`src/rtl/aximm_to_axis_burst_if.sv`:
```
// AXI4 write slave, tied-off read side and AXI-Stream master bundle for aximm_to_axis_burst.
// AXIS_OUT_TUSER is present only when AXIS_TUSER_ADDR_EN is defined.
interface aximm_to_axis_burst_if #(
    parameter int DW  = 512,
    parameter int AW  = 64,
    parameter int IDW = 4
);
    logic [AW-1:0]   S_AXI_AWADDR;
    logic [IDW-1:0]  S_AXI_AWID;
    logic [7:0]      S_AXI_AWLEN;
    logic            S_AXI_AWVALID;
    logic            S_AXI_AWREADY;
    logic [DW-1:0]   S_AXI_WDATA;
    logic [DW/8-1:0] S_AXI_WSTRB;
    logic            S_AXI_WLAST;
    logic            S_AXI_WVALID;
    logic            S_AXI_WREADY;
    logic [IDW-1:0]  S_AXI_BID;
    logic [1:0]      S_AXI_BRESP;
    logic            S_AXI_BVALID;
    logic            S_AXI_BREADY;
    logic            S_AXI_ARVALID;
    logic            S_AXI_ARREADY;
    logic [DW-1:0]   S_AXI_RDATA;
    logic [1:0]      S_AXI_RRESP;
    logic            S_AXI_RLAST;
    logic            S_AXI_RVALID;
    logic            S_AXI_RREADY;
    logic [DW-1:0]   AXIS_OUT_TDATA;
    logic [DW/8-1:0] AXIS_OUT_TKEEP;
    logic            AXIS_OUT_TLAST;
    logic            AXIS_OUT_TVALID;
    logic            AXIS_OUT_TREADY;
`ifdef AXIS_TUSER_ADDR_EN
    logic [AW-1:0]   AXIS_OUT_TUSER;
`endif

    modport slave (
        input  S_AXI_AWADDR, S_AXI_AWID, S_AXI_AWLEN, S_AXI_AWVALID,
        output S_AXI_AWREADY,
        input  S_AXI_WDATA, S_AXI_WSTRB, S_AXI_WLAST, S_AXI_WVALID,
        output S_AXI_WREADY,
        output S_AXI_BID, S_AXI_BRESP, S_AXI_BVALID,
        input  S_AXI_BREADY,
        input  S_AXI_ARVALID,
        output S_AXI_ARREADY,
        output S_AXI_RDATA, S_AXI_RRESP, S_AXI_RLAST, S_AXI_RVALID,
        input  S_AXI_RREADY,
        output AXIS_OUT_TDATA, AXIS_OUT_TKEEP, AXIS_OUT_TLAST, AXIS_OUT_TVALID,
        input  AXIS_OUT_TREADY
`ifdef AXIS_TUSER_ADDR_EN
        , output AXIS_OUT_TUSER
`endif
    );

    modport master (
        output S_AXI_AWADDR, S_AXI_AWID, S_AXI_AWLEN, S_AXI_AWVALID,
        input  S_AXI_AWREADY,
        output S_AXI_WDATA, S_AXI_WSTRB, S_AXI_WLAST, S_AXI_WVALID,
        input  S_AXI_WREADY,
        input  S_AXI_BID, S_AXI_BRESP, S_AXI_BVALID,
        output S_AXI_BREADY,
        output S_AXI_ARVALID,
        input  S_AXI_ARREADY,
        input  S_AXI_RDATA, S_AXI_RRESP, S_AXI_RLAST, S_AXI_RVALID,
        output S_AXI_RREADY,
        input  AXIS_OUT_TDATA, AXIS_OUT_TKEEP, AXIS_OUT_TLAST, AXIS_OUT_TVALID,
        output AXIS_OUT_TREADY
`ifdef AXIS_TUSER_ADDR_EN
        , input AXIS_OUT_TUSER
`endif
    );
endinterface

```
`src/rtl/aximm_to_axis_burst.sv`:
```
// AXI4-MM write slave to AXI-Stream bridge: AW queue, AWLEN-driven TLAST, in-order B responses.
// Define AXIS_TUSER_ADDR_EN to store AWADDR and emit per-beat byte addresses on AXIS_OUT_TUSER.
module aximm_to_axis_burst #(
    parameter int DW     = 512,
    parameter int AW     = 64,
    parameter int IDW    = 4,
    parameter int QDEPTH = 4
) (
    input  logic                 clk,
    input  logic                 resetn,
    aximm_to_axis_burst_if.slave axi,
    output logic [15:0]          ERR_COUNT
);
    localparam int PW = $clog2(QDEPTH);
    localparam int CW = PW + 1;
    localparam logic [CW-1:0] QFULL       = CW'(QDEPTH);
    localparam logic [1:0]    RESP_OKAY   = 2'b00;
    localparam logic [1:0]    RESP_SLVERR = 2'b10;

    logic [IDW-1:0] r_aw_id  [QDEPTH];
    logic [7:0]     r_aw_len [QDEPTH];
`ifdef AXIS_TUSER_ADDR_EN
    logic [AW-1:0]  r_aw_addr [QDEPTH];
`endif
    logic [PW-1:0]  r_aw_wp;
    logic [PW-1:0]  r_aw_rp;
    logic [CW-1:0]  r_aw_cnt;

    logic [IDW-1:0] r_b_id   [QDEPTH];
    logic [1:0]     r_b_resp [QDEPTH];
    logic [PW-1:0]  r_b_wp;
    logic [PW-1:0]  r_b_rp;
    logic [CW-1:0]  r_b_cnt;

    logic [7:0]     r_beat_cnt;
    logic           r_mismatch;
    logic [15:0]    r_err_count;

    logic w_aw_full, w_aw_empty, w_b_full, w_b_empty;
    logic w_go, w_tlast, w_aw_push, w_w_hs, w_aw_pop, w_b_pop, w_burst_err;

    assign w_aw_full  = (r_aw_cnt == QFULL);
    assign w_aw_empty = (r_aw_cnt == '0);
    assign w_b_full   = (r_b_cnt == QFULL);
    assign w_b_empty  = (r_b_cnt == '0);

    // B-full blocks W even when a B pop is happening this cycle.
    assign w_go    = resetn & ~w_aw_empty & ~w_b_full;
    assign w_tlast = (r_beat_cnt == r_aw_len[r_aw_rp]);

    assign axi.S_AXI_AWREADY   = resetn & ~w_aw_full;
    assign axi.S_AXI_WREADY    = axi.AXIS_OUT_TREADY & w_go;
    assign axi.AXIS_OUT_TVALID = axi.S_AXI_WVALID & w_go;
    assign axi.AXIS_OUT_TDATA  = axi.S_AXI_WDATA;
    assign axi.AXIS_OUT_TKEEP  = axi.S_AXI_WSTRB;
    assign axi.AXIS_OUT_TLAST  = w_tlast;

    assign w_aw_push   = axi.S_AXI_AWVALID & axi.S_AXI_AWREADY;
    assign w_w_hs      = axi.S_AXI_WVALID & axi.S_AXI_WREADY;
    assign w_aw_pop    = w_w_hs & w_tlast;
    assign w_burst_err = r_mismatch | (axi.S_AXI_WLAST != w_tlast);

    assign axi.S_AXI_BVALID = resetn & ~w_b_empty;
    assign axi.S_AXI_BID    = r_b_id[r_b_rp];
    assign axi.S_AXI_BRESP  = r_b_resp[r_b_rp];
    assign w_b_pop          = axi.S_AXI_BVALID & axi.S_AXI_BREADY;

    assign axi.S_AXI_ARREADY = 1'b0;
    assign axi.S_AXI_RDATA   = '0;
    assign axi.S_AXI_RRESP   = 2'b00;
    assign axi.S_AXI_RLAST   = 1'b0;
    assign axi.S_AXI_RVALID  = 1'b0;

    assign ERR_COUNT = r_err_count;

`ifdef AXIS_TUSER_ADDR_EN
    localparam logic [AW-1:0] BEAT_BYTES = AW'(DW / 8);
    logic [AW-1:0] w_beat_ext;
    assign w_beat_ext          = {{(AW-8){1'b0}}, r_beat_cnt};
    assign axi.AXIS_OUT_TUSER  = r_aw_addr[r_aw_rp] + w_beat_ext * BEAT_BYTES;
    logic w_unused;
    assign w_unused = axi.S_AXI_ARVALID ^ axi.S_AXI_RREADY;
`else
    logic w_unused;
    assign w_unused = axi.S_AXI_ARVALID ^ axi.S_AXI_RREADY ^ (^axi.S_AXI_AWADDR);
`endif

    // Queue storage carries no reset; validity is tracked by the count registers.
    always_ff @(posedge clk) begin
        if (w_aw_push) begin
            r_aw_id[r_aw_wp]   <= axi.S_AXI_AWID;
            r_aw_len[r_aw_wp]  <= axi.S_AXI_AWLEN;
`ifdef AXIS_TUSER_ADDR_EN
            r_aw_addr[r_aw_wp] <= axi.S_AXI_AWADDR;
`endif
        end
        if (w_aw_pop) begin
            r_b_id[r_b_wp]   <= r_aw_id[r_aw_rp];
            r_b_resp[r_b_wp] <= w_burst_err ? RESP_SLVERR : RESP_OKAY;
        end
    end

    always_ff @(posedge clk) begin
        if (!resetn) begin
            r_aw_wp     <= '0;
            r_aw_rp     <= '0;
            r_aw_cnt    <= '0;
            r_b_wp      <= '0;
            r_b_rp      <= '0;
            r_b_cnt     <= '0;
            r_beat_cnt  <= '0;
            r_mismatch  <= 1'b0;
            r_err_count <= '0;
        end else begin
            if (w_aw_push) r_aw_wp <= r_aw_wp + PW'(1);
            if (w_aw_pop)  r_aw_rp <= r_aw_rp + PW'(1);
            case ({w_aw_push, w_aw_pop})
                2'b10:   r_aw_cnt <= r_aw_cnt + CW'(1);
                2'b01:   r_aw_cnt <= r_aw_cnt - CW'(1);
                default: r_aw_cnt <= r_aw_cnt;
            endcase

            if (w_aw_pop) r_b_wp <= r_b_wp + PW'(1);
            if (w_b_pop)  r_b_rp <= r_b_rp + PW'(1);
            case ({w_aw_pop, w_b_pop})
                2'b10:   r_b_cnt <= r_b_cnt + CW'(1);
                2'b01:   r_b_cnt <= r_b_cnt - CW'(1);
                default: r_b_cnt <= r_b_cnt;
            endcase

            if (w_w_hs) begin
                if (w_tlast) begin
                    r_beat_cnt <= '0;
                    r_mismatch <= 1'b0;
                    if (w_burst_err && (r_err_count != 16'hFFFF))
                        r_err_count <= r_err_count + 16'd1;
                end else begin
                    r_beat_cnt <= r_beat_cnt + 8'd1;
                    r_mismatch <= w_burst_err;
                end
            end
        end
    end
endmodule

```
`src/flat_wrapper.sv`:
```
// flat-port wrapper written by rule: the top's interface ports become plain ports
module aximm_to_axis_burst_flat 
#(
    parameter int DW     = 512,
    parameter int AW     = 64,
    parameter int IDW    = 4,
    parameter int QDEPTH = 4
)
  (clk, resetn, ERR_COUNT, axi_S_AXI_AWADDR, axi_S_AXI_AWID, axi_S_AXI_AWLEN, axi_S_AXI_AWVALID, axi_S_AXI_AWREADY, axi_S_AXI_WDATA, axi_S_AXI_WSTRB, axi_S_AXI_WLAST, axi_S_AXI_WVALID, axi_S_AXI_WREADY, axi_S_AXI_BID, axi_S_AXI_BRESP, axi_S_AXI_BVALID, axi_S_AXI_BREADY, axi_S_AXI_ARVALID, axi_S_AXI_ARREADY, axi_S_AXI_RDATA, axi_S_AXI_RRESP, axi_S_AXI_RLAST, axi_S_AXI_RVALID, axi_S_AXI_RREADY, axi_AXIS_OUT_TDATA, axi_AXIS_OUT_TKEEP, axi_AXIS_OUT_TLAST, axi_AXIS_OUT_TVALID, axi_AXIS_OUT_TREADY);
  aximm_to_axis_burst_if #(.DW(DW), .AW(AW), .IDW(IDW)) axi_i ();
  input  logic clk;
  input  logic resetn;
  output logic [15:0] ERR_COUNT;
  input wire logic [$bits(axi_i.S_AXI_AWADDR)-1:0] axi_S_AXI_AWADDR;
  input wire logic [$bits(axi_i.S_AXI_AWID)-1:0] axi_S_AXI_AWID;
  input wire logic [$bits(axi_i.S_AXI_AWLEN)-1:0] axi_S_AXI_AWLEN;
  input wire logic [$bits(axi_i.S_AXI_AWVALID)-1:0] axi_S_AXI_AWVALID;
  output wire logic [$bits(axi_i.S_AXI_AWREADY)-1:0] axi_S_AXI_AWREADY;
  input wire logic [$bits(axi_i.S_AXI_WDATA)-1:0] axi_S_AXI_WDATA;
  input wire logic [$bits(axi_i.S_AXI_WSTRB)-1:0] axi_S_AXI_WSTRB;
  input wire logic [$bits(axi_i.S_AXI_WLAST)-1:0] axi_S_AXI_WLAST;
  input wire logic [$bits(axi_i.S_AXI_WVALID)-1:0] axi_S_AXI_WVALID;
  output wire logic [$bits(axi_i.S_AXI_WREADY)-1:0] axi_S_AXI_WREADY;
  output wire logic [$bits(axi_i.S_AXI_BID)-1:0] axi_S_AXI_BID;
  output wire logic [$bits(axi_i.S_AXI_BRESP)-1:0] axi_S_AXI_BRESP;
  output wire logic [$bits(axi_i.S_AXI_BVALID)-1:0] axi_S_AXI_BVALID;
  input wire logic [$bits(axi_i.S_AXI_BREADY)-1:0] axi_S_AXI_BREADY;
  input wire logic [$bits(axi_i.S_AXI_ARVALID)-1:0] axi_S_AXI_ARVALID;
  output wire logic [$bits(axi_i.S_AXI_ARREADY)-1:0] axi_S_AXI_ARREADY;
  output wire logic [$bits(axi_i.S_AXI_RDATA)-1:0] axi_S_AXI_RDATA;
  output wire logic [$bits(axi_i.S_AXI_RRESP)-1:0] axi_S_AXI_RRESP;
  output wire logic [$bits(axi_i.S_AXI_RLAST)-1:0] axi_S_AXI_RLAST;
  output wire logic [$bits(axi_i.S_AXI_RVALID)-1:0] axi_S_AXI_RVALID;
  input wire logic [$bits(axi_i.S_AXI_RREADY)-1:0] axi_S_AXI_RREADY;
  output wire logic [$bits(axi_i.AXIS_OUT_TDATA)-1:0] axi_AXIS_OUT_TDATA;
  output wire logic [$bits(axi_i.AXIS_OUT_TKEEP)-1:0] axi_AXIS_OUT_TKEEP;
  output wire logic [$bits(axi_i.AXIS_OUT_TLAST)-1:0] axi_AXIS_OUT_TLAST;
  output wire logic [$bits(axi_i.AXIS_OUT_TVALID)-1:0] axi_AXIS_OUT_TVALID;
  input wire logic [$bits(axi_i.AXIS_OUT_TREADY)-1:0] axi_AXIS_OUT_TREADY;
  assign axi_i.S_AXI_AWADDR = axi_S_AXI_AWADDR;
  assign axi_i.S_AXI_AWID = axi_S_AXI_AWID;
  assign axi_i.S_AXI_AWLEN = axi_S_AXI_AWLEN;
  assign axi_i.S_AXI_AWVALID = axi_S_AXI_AWVALID;
  assign axi_S_AXI_AWREADY = axi_i.S_AXI_AWREADY;
  assign axi_i.S_AXI_WDATA = axi_S_AXI_WDATA;
  assign axi_i.S_AXI_WSTRB = axi_S_AXI_WSTRB;
  assign axi_i.S_AXI_WLAST = axi_S_AXI_WLAST;
  assign axi_i.S_AXI_WVALID = axi_S_AXI_WVALID;
  assign axi_S_AXI_WREADY = axi_i.S_AXI_WREADY;
  assign axi_S_AXI_BID = axi_i.S_AXI_BID;
  assign axi_S_AXI_BRESP = axi_i.S_AXI_BRESP;
  assign axi_S_AXI_BVALID = axi_i.S_AXI_BVALID;
  assign axi_i.S_AXI_BREADY = axi_S_AXI_BREADY;
  assign axi_i.S_AXI_ARVALID = axi_S_AXI_ARVALID;
  assign axi_S_AXI_ARREADY = axi_i.S_AXI_ARREADY;
  assign axi_S_AXI_RDATA = axi_i.S_AXI_RDATA;
  assign axi_S_AXI_RRESP = axi_i.S_AXI_RRESP;
  assign axi_S_AXI_RLAST = axi_i.S_AXI_RLAST;
  assign axi_S_AXI_RVALID = axi_i.S_AXI_RVALID;
  assign axi_i.S_AXI_RREADY = axi_S_AXI_RREADY;
  assign axi_AXIS_OUT_TDATA = axi_i.AXIS_OUT_TDATA;
  assign axi_AXIS_OUT_TKEEP = axi_i.AXIS_OUT_TKEEP;
  assign axi_AXIS_OUT_TLAST = axi_i.AXIS_OUT_TLAST;
  assign axi_AXIS_OUT_TVALID = axi_i.AXIS_OUT_TVALID;
  assign axi_i.AXIS_OUT_TREADY = axi_AXIS_OUT_TREADY;
  aximm_to_axis_burst #(.DW(DW), .AW(AW), .IDW(IDW), .QDEPTH(QDEPTH)) u_core (.clk(clk), .resetn(resetn), .axi(axi_i), .ERR_COUNT(ERR_COUNT));
endmodule
```
`config.mk`:
```
export PLATFORM = sky130hd
export DESIGN_NAME = aximm_to_axis_burst_flat
export DESIGN_NICKNAME = d
export VERILOG_FILES = /design/src/rtl/aximm_to_axis_burst_if.sv /design/src/rtl/aximm_to_axis_burst.sv /design/src/flat_wrapper.sv
export SDC_FILE = /design/constraint.sdc
export NUM_CORES = 1
export LEC_CHECK = 0
export ABC_CLOCK_PERIOD_IN_PS = 4000
export CORE_AREA = 3 3 684 686
export DETAILED_ROUTE_END_ITERATION = 10
export DIE_AREA = 0 0 687 689
export GPL_TIMING_DRIVEN = 0
export PLACE_DENSITY = 0.3
export SLEW_MARGIN = 10
export SYNTH_ARGS = -nofsm -noshare
export SYNTH_HDL_FRONTEND = slang
export SYNTH_SLANG_ARGS = --single-unit
```
`constraint.sdc`:
```
create_clock -name clk -period 4 [get_ports clk]
set_clock_uncertainty 0.05 [all_clocks]
set_input_delay 0.8 -clock clk [delete_from_list [all_inputs] [get_ports clk]]
set_output_delay 0.8 -clock clk [all_outputs]
set_load 0.02 [all_outputs]
```
# [Word level (Yosys, flattened, before mapping)]
# Memory sizes are Yosys's and may differ from the RTL's. A register that Yosys moved wholly into a read port is not among the register bits.
# Index checks and enable logic that the tools add are counted.
[totals] reg_bits=39 mem_bits_rw=72 inputBits=661 out_inout_bits=1120 wordCells=70 n_memories=4
[memory_table] memory="u_core.r_aw_len" words=4 word_bits=8 read_ports=1 rd_clocked_by_memory_dff=1 write_ports=1 line_no="aximm_to_axis_burst.sv:21" rtl="logic [7:0] r_aw_len [QDEPTH];"
[memory_table] memory="u_core.r_aw_id" words=4 word_bits=4 read_ports=1 rd_clocked_by_memory_dff=1 write_ports=1 line_no="aximm_to_axis_burst.sv:20" rtl="logic [IDW-1:0] r_aw_id [QDEPTH];"
[memory_table] memory="u_core.r_b_id" words=4 word_bits=4 read_ports=1 rd_clocked_by_memory_dff=1 write_ports=1 line_no="aximm_to_axis_burst.sv:29" rtl="logic [IDW-1:0] r_b_id [QDEPTH];"
[memory_table] memory="u_core.r_b_resp" words=4 word_bits=2 read_ports=1 rd_clocked_by_memory_dff=1 write_ports=1 line_no="aximm_to_axis_burst.sv:30" rtl="logic [1:0] r_b_resp [QDEPTH];"
[op_classes] n_addsub=10 n_eq_ne=9 mux=17 n_bitwise=15 reduce_logical=6
[ops] cell="2-bit two-way mux" count=9
[ops] cell="16-bit by 1-bit adder with 16-bit output (second input constant)" count=1
[ops] cell="16-bit != test (second input constant)" count=1
[ops] cell="3-bit case mux with 2 select lines" count=2
[ops] cell="1-bit bitwise AND" count=10
[ops] cell="2-bit by 1-bit adder with 2-bit output (second input constant)" count=4
[ops] cell="8-bit by 1-bit adder with 8-bit output (second input constant)" count=1
[ops] cell="8-bit equality test" count=1
[ops] cell="8-bit two-way mux" count=1
[ops] cell="3-bit by 1-bit adder with 3-bit output (second input constant)" count=2
[ops] cell="3-bit equality test (second input constant)" count=2
[ops] cell="3-bit logical NOT" count=2
[ops] cell="3-bit by 1-bit subtractor with 3-bit output (second input constant)" count=2
[ops] cell="1-bit two-way mux" count=5
[ops] cell="2-bit by 1-bit equality test with 1-bit output (second input constant)" count=2
[ops] cell="2-bit equality test (second input constant)" count=2
[ops] cell="1-bit inverter" count=4
[ops] cell="2-bit nonzero test" count=2
[ops] cell="3-bit AND reduction" count=1
[ops] cell="1-bit logical AND" count=1
[ops] cell="1-bit != test" count=1
[ops] cell="1-bit bitwise OR" count=1

# [Depth between registers and ports, before layout]
[depth] word_depth=9 ltp_mapped=14 ltp_nobuf=11

# [Worst setup path before layout]
# OpenSTA, ideal clock, no wires.
[synth_timing] path_kind="in2reg" from="input resetn" to="register u_core.r_aw_cnt[2]" setup_time_ns=0.070 t_arrival_ns=3.626 required_time_ns=3.880 path_slack_ns=0.254 stages=13 n_path_buf=3 cell_sequence="buf_2 > o31a_1 > and4_1 > clkbuf_1 > nand3_1 > nor3_2 > clkbuf_1 > ha_1 > inv_1 > fa_1 > xor2_1 > or3_1 > a21oi_1"
[synth_between] elab_chain_len=7
[synth_lines] item="start, declared" line_no="flat_wrapper.sv:12" rtl="input logic resetn;"
[synth_lines] item="1-bit bitwise AND (*) (2 in a row)" line_no="aximm_to_axis_burst.sv:48" rtl="assign w_go = resetn & ~w_aw_empty & ~w_b_full;"
[synth_lines] item="1-bit bitwise AND (*)" line_no="aximm_to_axis_burst.sv:52" rtl="assign axi.S_AXI_WREADY = axi.AXIS_OUT_TREADY & w_go;"
[synth_lines] item="1-bit bitwise AND (*)" line_no="aximm_to_axis_burst.sv:59" rtl="assign w_w_hs = axi.S_AXI_WVALID & axi.S_AXI_WREADY;"
[synth_lines] item="1-bit bitwise AND (*)" line_no="aximm_to_axis_burst.sv:60" rtl="assign w_aw_pop = w_w_hs & w_tlast;"
[synth_lines] item="named net u_core.w_aw_pop" line_no="aximm_to_axis_burst.sv:40" rtl="logic w_go, w_tlast, w_aw_push, w_w_hs, w_aw_pop, w_b_pop, w_burst_err;"
[synth_lines] item="2-bit by 1-bit equality test with 1-bit output / 2-bit equality test (equally long branches)" line_no="aximm_to_axis_burst.sv:117" rtl="case ({w_aw_push, w_aw_pop})"
[synth_lines] item="3-bit case mux with 2 select lines / 2-bit nonzero test (equally long branches)"
[synth_lines] item="end signal, assigned" line_no="aximm_to_axis_burst.sv:118" rtl="2'b10: r_aw_cnt <= r_aw_cnt + CW'(1);"
[synth_lines] item="end signal, assigned" line_no="aximm_to_axis_burst.sv:119" rtl="2'b01: r_aw_cnt <= r_aw_cnt - CW'(1);"
[synth_lines] item="end signal, assigned" line_no="aximm_to_axis_burst.sv:120" rtl="default: r_aw_cnt <= r_aw_cnt;"
[synth_lines] item="end, declared" line_no="aximm_to_axis_burst.sv:27" rtl="logic [CW-1:0] r_aw_cnt;"
# Mark *: on every way through the listed nets, which the timed path passes. The rest lies on a longest branch.
# A chain may end at the register's enable or synchronous reset.

==> metrics.txt <==
outcome=finished clean; Routed WL=230 mm; cell total after placement=8756; die outline height=689 um; share of cells above drive strength 1=43.9%; number of global-route vias before repair=10881; CTS tree=built; top fanout value on the critical path=10; via/cell ratio=1.46; final-report max-slew violation count=0; number of design rule violations left after detail routing=0; post-synthesis cell count=1446; endpoint kind of the worst setup timing path=flop; transition at the pin with the smallest max-transition slack=1.08 ns; count of flip-flops with a built-in enable after synthesis=68; TritonCTS buffer count=9; grt total ovfl=0; yosys warns=0; type of the worst setup path=flop to flop; area of the mapped netlist=13000 sq um; Core ar.=463000 sq um; Top Ports=1781; largest net degree at the start of global routing=24; detailed-routing iteration count for the pre-antenna-repair pass=5; Power Density=170 nW/um^2; non-filler cells, final=8833; antenna violations before repair=408; die span in x=687 um; final net count=3269; wire per inst=26.0 um; leakage power summed over all cells=0.0114 uW; syn avg cell area=8.97 sq um; number of DRC markers in iteration 0=651; Antenna Violating Nets Remaining=0; Post-Route Hold Slack=0.468 ns; H-tree levels=3; area of the die=473000 sq um; clock root cell=sky130_fd_sc_hd__clkbuf_16; worst skew pair latency=0.37 ns; clock sinks=111; clock transition at the register clock pins on the worst setup and hold paths after CTS=0.08 ns; Layout area overhead=126%; Slew headroom=27.5%; Max Buffers Root-to-Sink=2; global-route usage over all layers=9.16%; setup repair after global routing missed its margin=false; max cap viols=0; Worst setup SP type=flop; Tightest Hold Check Type=flop to flop; number of synthesized register bits=111; worst path required time=4.25 ns; maximum frequency from static timing analysis=269 MHz; Hold Vio Cnt, Final=0; clock period minus final worst setup slack=3.71 ns; post-route core utilization=6.34%; most common flop cell mapped by yosys=sky130_fd_sc_hd__edfxtp_1; estimated wirelength of the detail-placed design=223 mm; Post-CTS Hold Buffers=0; global placer's final weighted congestion=0.908; Via Count=12866; share of the yosys chip area belonging to registers=22.4%; post-route clock period utilization=92.9%; final total power=4980 uW; effective utilization at floorplan=2.80%; IO buf count=619; Async S/R FF share, synth=0%; worst IR drop on VDD=0.000150 V; number of library cell types mapped by synthesis=45; setup violators final=0; wire length of the first global-routing pass=247 mm; Core Rows=250; worst path arrival time=3.96 ns
==> critical path, cell delays in order (launching register included) <==
cell and delay, ns:
sky130_fd_sc_hd__dfxtp_1 0.42, sky130_fd_sc_hd__buf_6 0.22, sky130_fd_sc_hd__mux4_2 0.54, sky130_fd_sc_hd__xnor2_1 0.29, sky130_fd_sc_hd__nand3_1 0.24, sky130_fd_sc_hd__nor3_4 0.26
sky130_fd_sc_hd__clkbuf_2 0.30, sky130_fd_sc_hd__ha_1 0.24, sky130_fd_sc_hd__inv_1 0.07, sky130_fd_sc_hd__fa_1 0.42, sky130_fd_sc_hd__xor2_1 0.15, sky130_fd_sc_hd__or3_1 0.30
sky130_fd_sc_hd__a21oi_1 0.13
==> area by class of cell <==
type / instances / area [sq um]
clock inverters: 7 / 86.3
repair buffers: 620 / 6200
clock buffers: 9 / 225
inverters: 20 / 75.1
diodes: 60 / 150
well taps: 6174 / 7720
plain buffers: 1107 / 8280
fillers: 54481 / 433000
multi-input cells: 725 / 3670
flip-flops and latches: 111 / 2900
==> power breakdown <==
| group | internal, uW | switching, uW |
|---|---|---|
| sequential | 1230 | 5.84 |
| combinational | 1220 | 1580 |
| clock | 454 | 502 |
==> logic make-up (layout without fill, tap and decap cells) <==
group,after synthesis,in the layout,share of synthesized area [%]
buf+inv,1127,1763,64.4
flops,111,111,22.4
simple gates,105,105,4.58
compound gates,44,44,1.98
xor+xnor,24,24,1.79
mux,20,20,3.36
fa+ha+maj,14,14,1.47
other cells,1,578,0.0289
==> per-layer routing <==
metal  track usage, %  routed length [um]
met1             9.32               78000
met2             13.4               94700
met3             8.96               49400
met4             1.86                6380
met5                0                1430
==> layout by cell type, fill, tap and decap left out, types with 8 or more instances in the layout <==
cell / netlist / final
sky130_fd_sc_hd__o21ai_0: 12 / 12
sky130_fd_sc_hd__nand2_1: 10 / 10
sky130_fd_sc_hd__buf_4: 1094 / 1095
sky130_fd_sc_hd__or3_1: 11 / 11
sky130_fd_sc_hd__diode_2: 0 / 60
sky130_fd_sc_hd__a21oi_1: 20 / 20
sky130_fd_sc_hd__nand3_1: 15 / 15
sky130_fd_sc_hd__ha_1: 12 / 12
sky130_fd_sc_hd__mux4_2: 11 / 11
sky130_fd_sc_hd__clkdlybuf4s50_1: 0 / 617
sky130_fd_sc_hd__xnor2_1: 14 / 14
sky130_fd_sc_hd__nor2_1: 18 / 18
sky130_fd_sc_hd__dfxtp_1: 43 / 43
sky130_fd_sc_hd__and3_1: 13 / 13
sky130_fd_sc_hd__clkbuf_16: 0 / 9
sky130_fd_sc_hd__inv_1: 20 / 20
sky130_fd_sc_hd__and2_1: 8 / 8
sky130_fd_sc_hd__conb_1: 1 / 518
sky130_fd_sc_hd__edfxtp_1: 68 / 68
==> per-stage QoR <==
| step | area (sq um) | setup TNS [ns] | worst slack, ns |
|---|---|---|---|
| after CTS | 29200 | 0 | 0.214 |
| after floorplan | 14900 | 0 | 0.254 |
| after detailed placement | 28800 | -9.08 | -0.993 |
| after global routing | 29200 | 0 | 0.0238 |
| after global placement | 28800 | -10.21 | -1.03 |
| final | 29300 | 0 | 0.286 |
==> path summary, 6_finish.rpt <==
check                 startpoint                   to  slack, ns  cells after the start
min reg2reg  u_core.ERR_COUNT[6]  u_core.ERR_COUNT[6]       0.47                      2
max reg2reg                 flop   u_core.r_aw_cnt[2]       0.29                     12
max                         flop   u_core.r_aw_cnt[2]       0.29                     12
min          u_core.ERR_COUNT[6]  u_core.ERR_COUNT[6]       0.47                      2
==> state kept, by name, indices dropped and copies added, names as in the netlist, 3 cells and up, named ones only <==
register,cells
u_core.r_b_resp,4
u_core.r_b_cnt,3
u_core.ERR_COUNT,16
u_core.r_aw_len,32
u_core.r_beat_cnt,8
u_core.r_b_id,16
u_core.r_aw_cnt,3
u_core.r_aw_id,16
==> cells in the mapped netlist (all sizes together) (9+ instances only) <==
cell type  instances  area (sq um)
a21oi             20           100
and3              13          81.3
buf             1100          8250
dfxtp             43           861
edfxtp            68          2040
ha                12           150
inv               20          75.1
mux4              17           405
nand2             10          37.5
nand3             15          75.1
nor2              18          67.6
nor3               9          50.1
o21ai             12          60.1
or3               11          68.8
xnor2             17           171
==> repair_timing <==
action                                  in CTS  in global routing
gates resized for setup                      6                  0
setup buffers                                1                  0
endpoints found under the setup margin      27                  0
hold endpoints to repair                     0                  0
No activity file was read; power rests on OpenSTA's default activity.
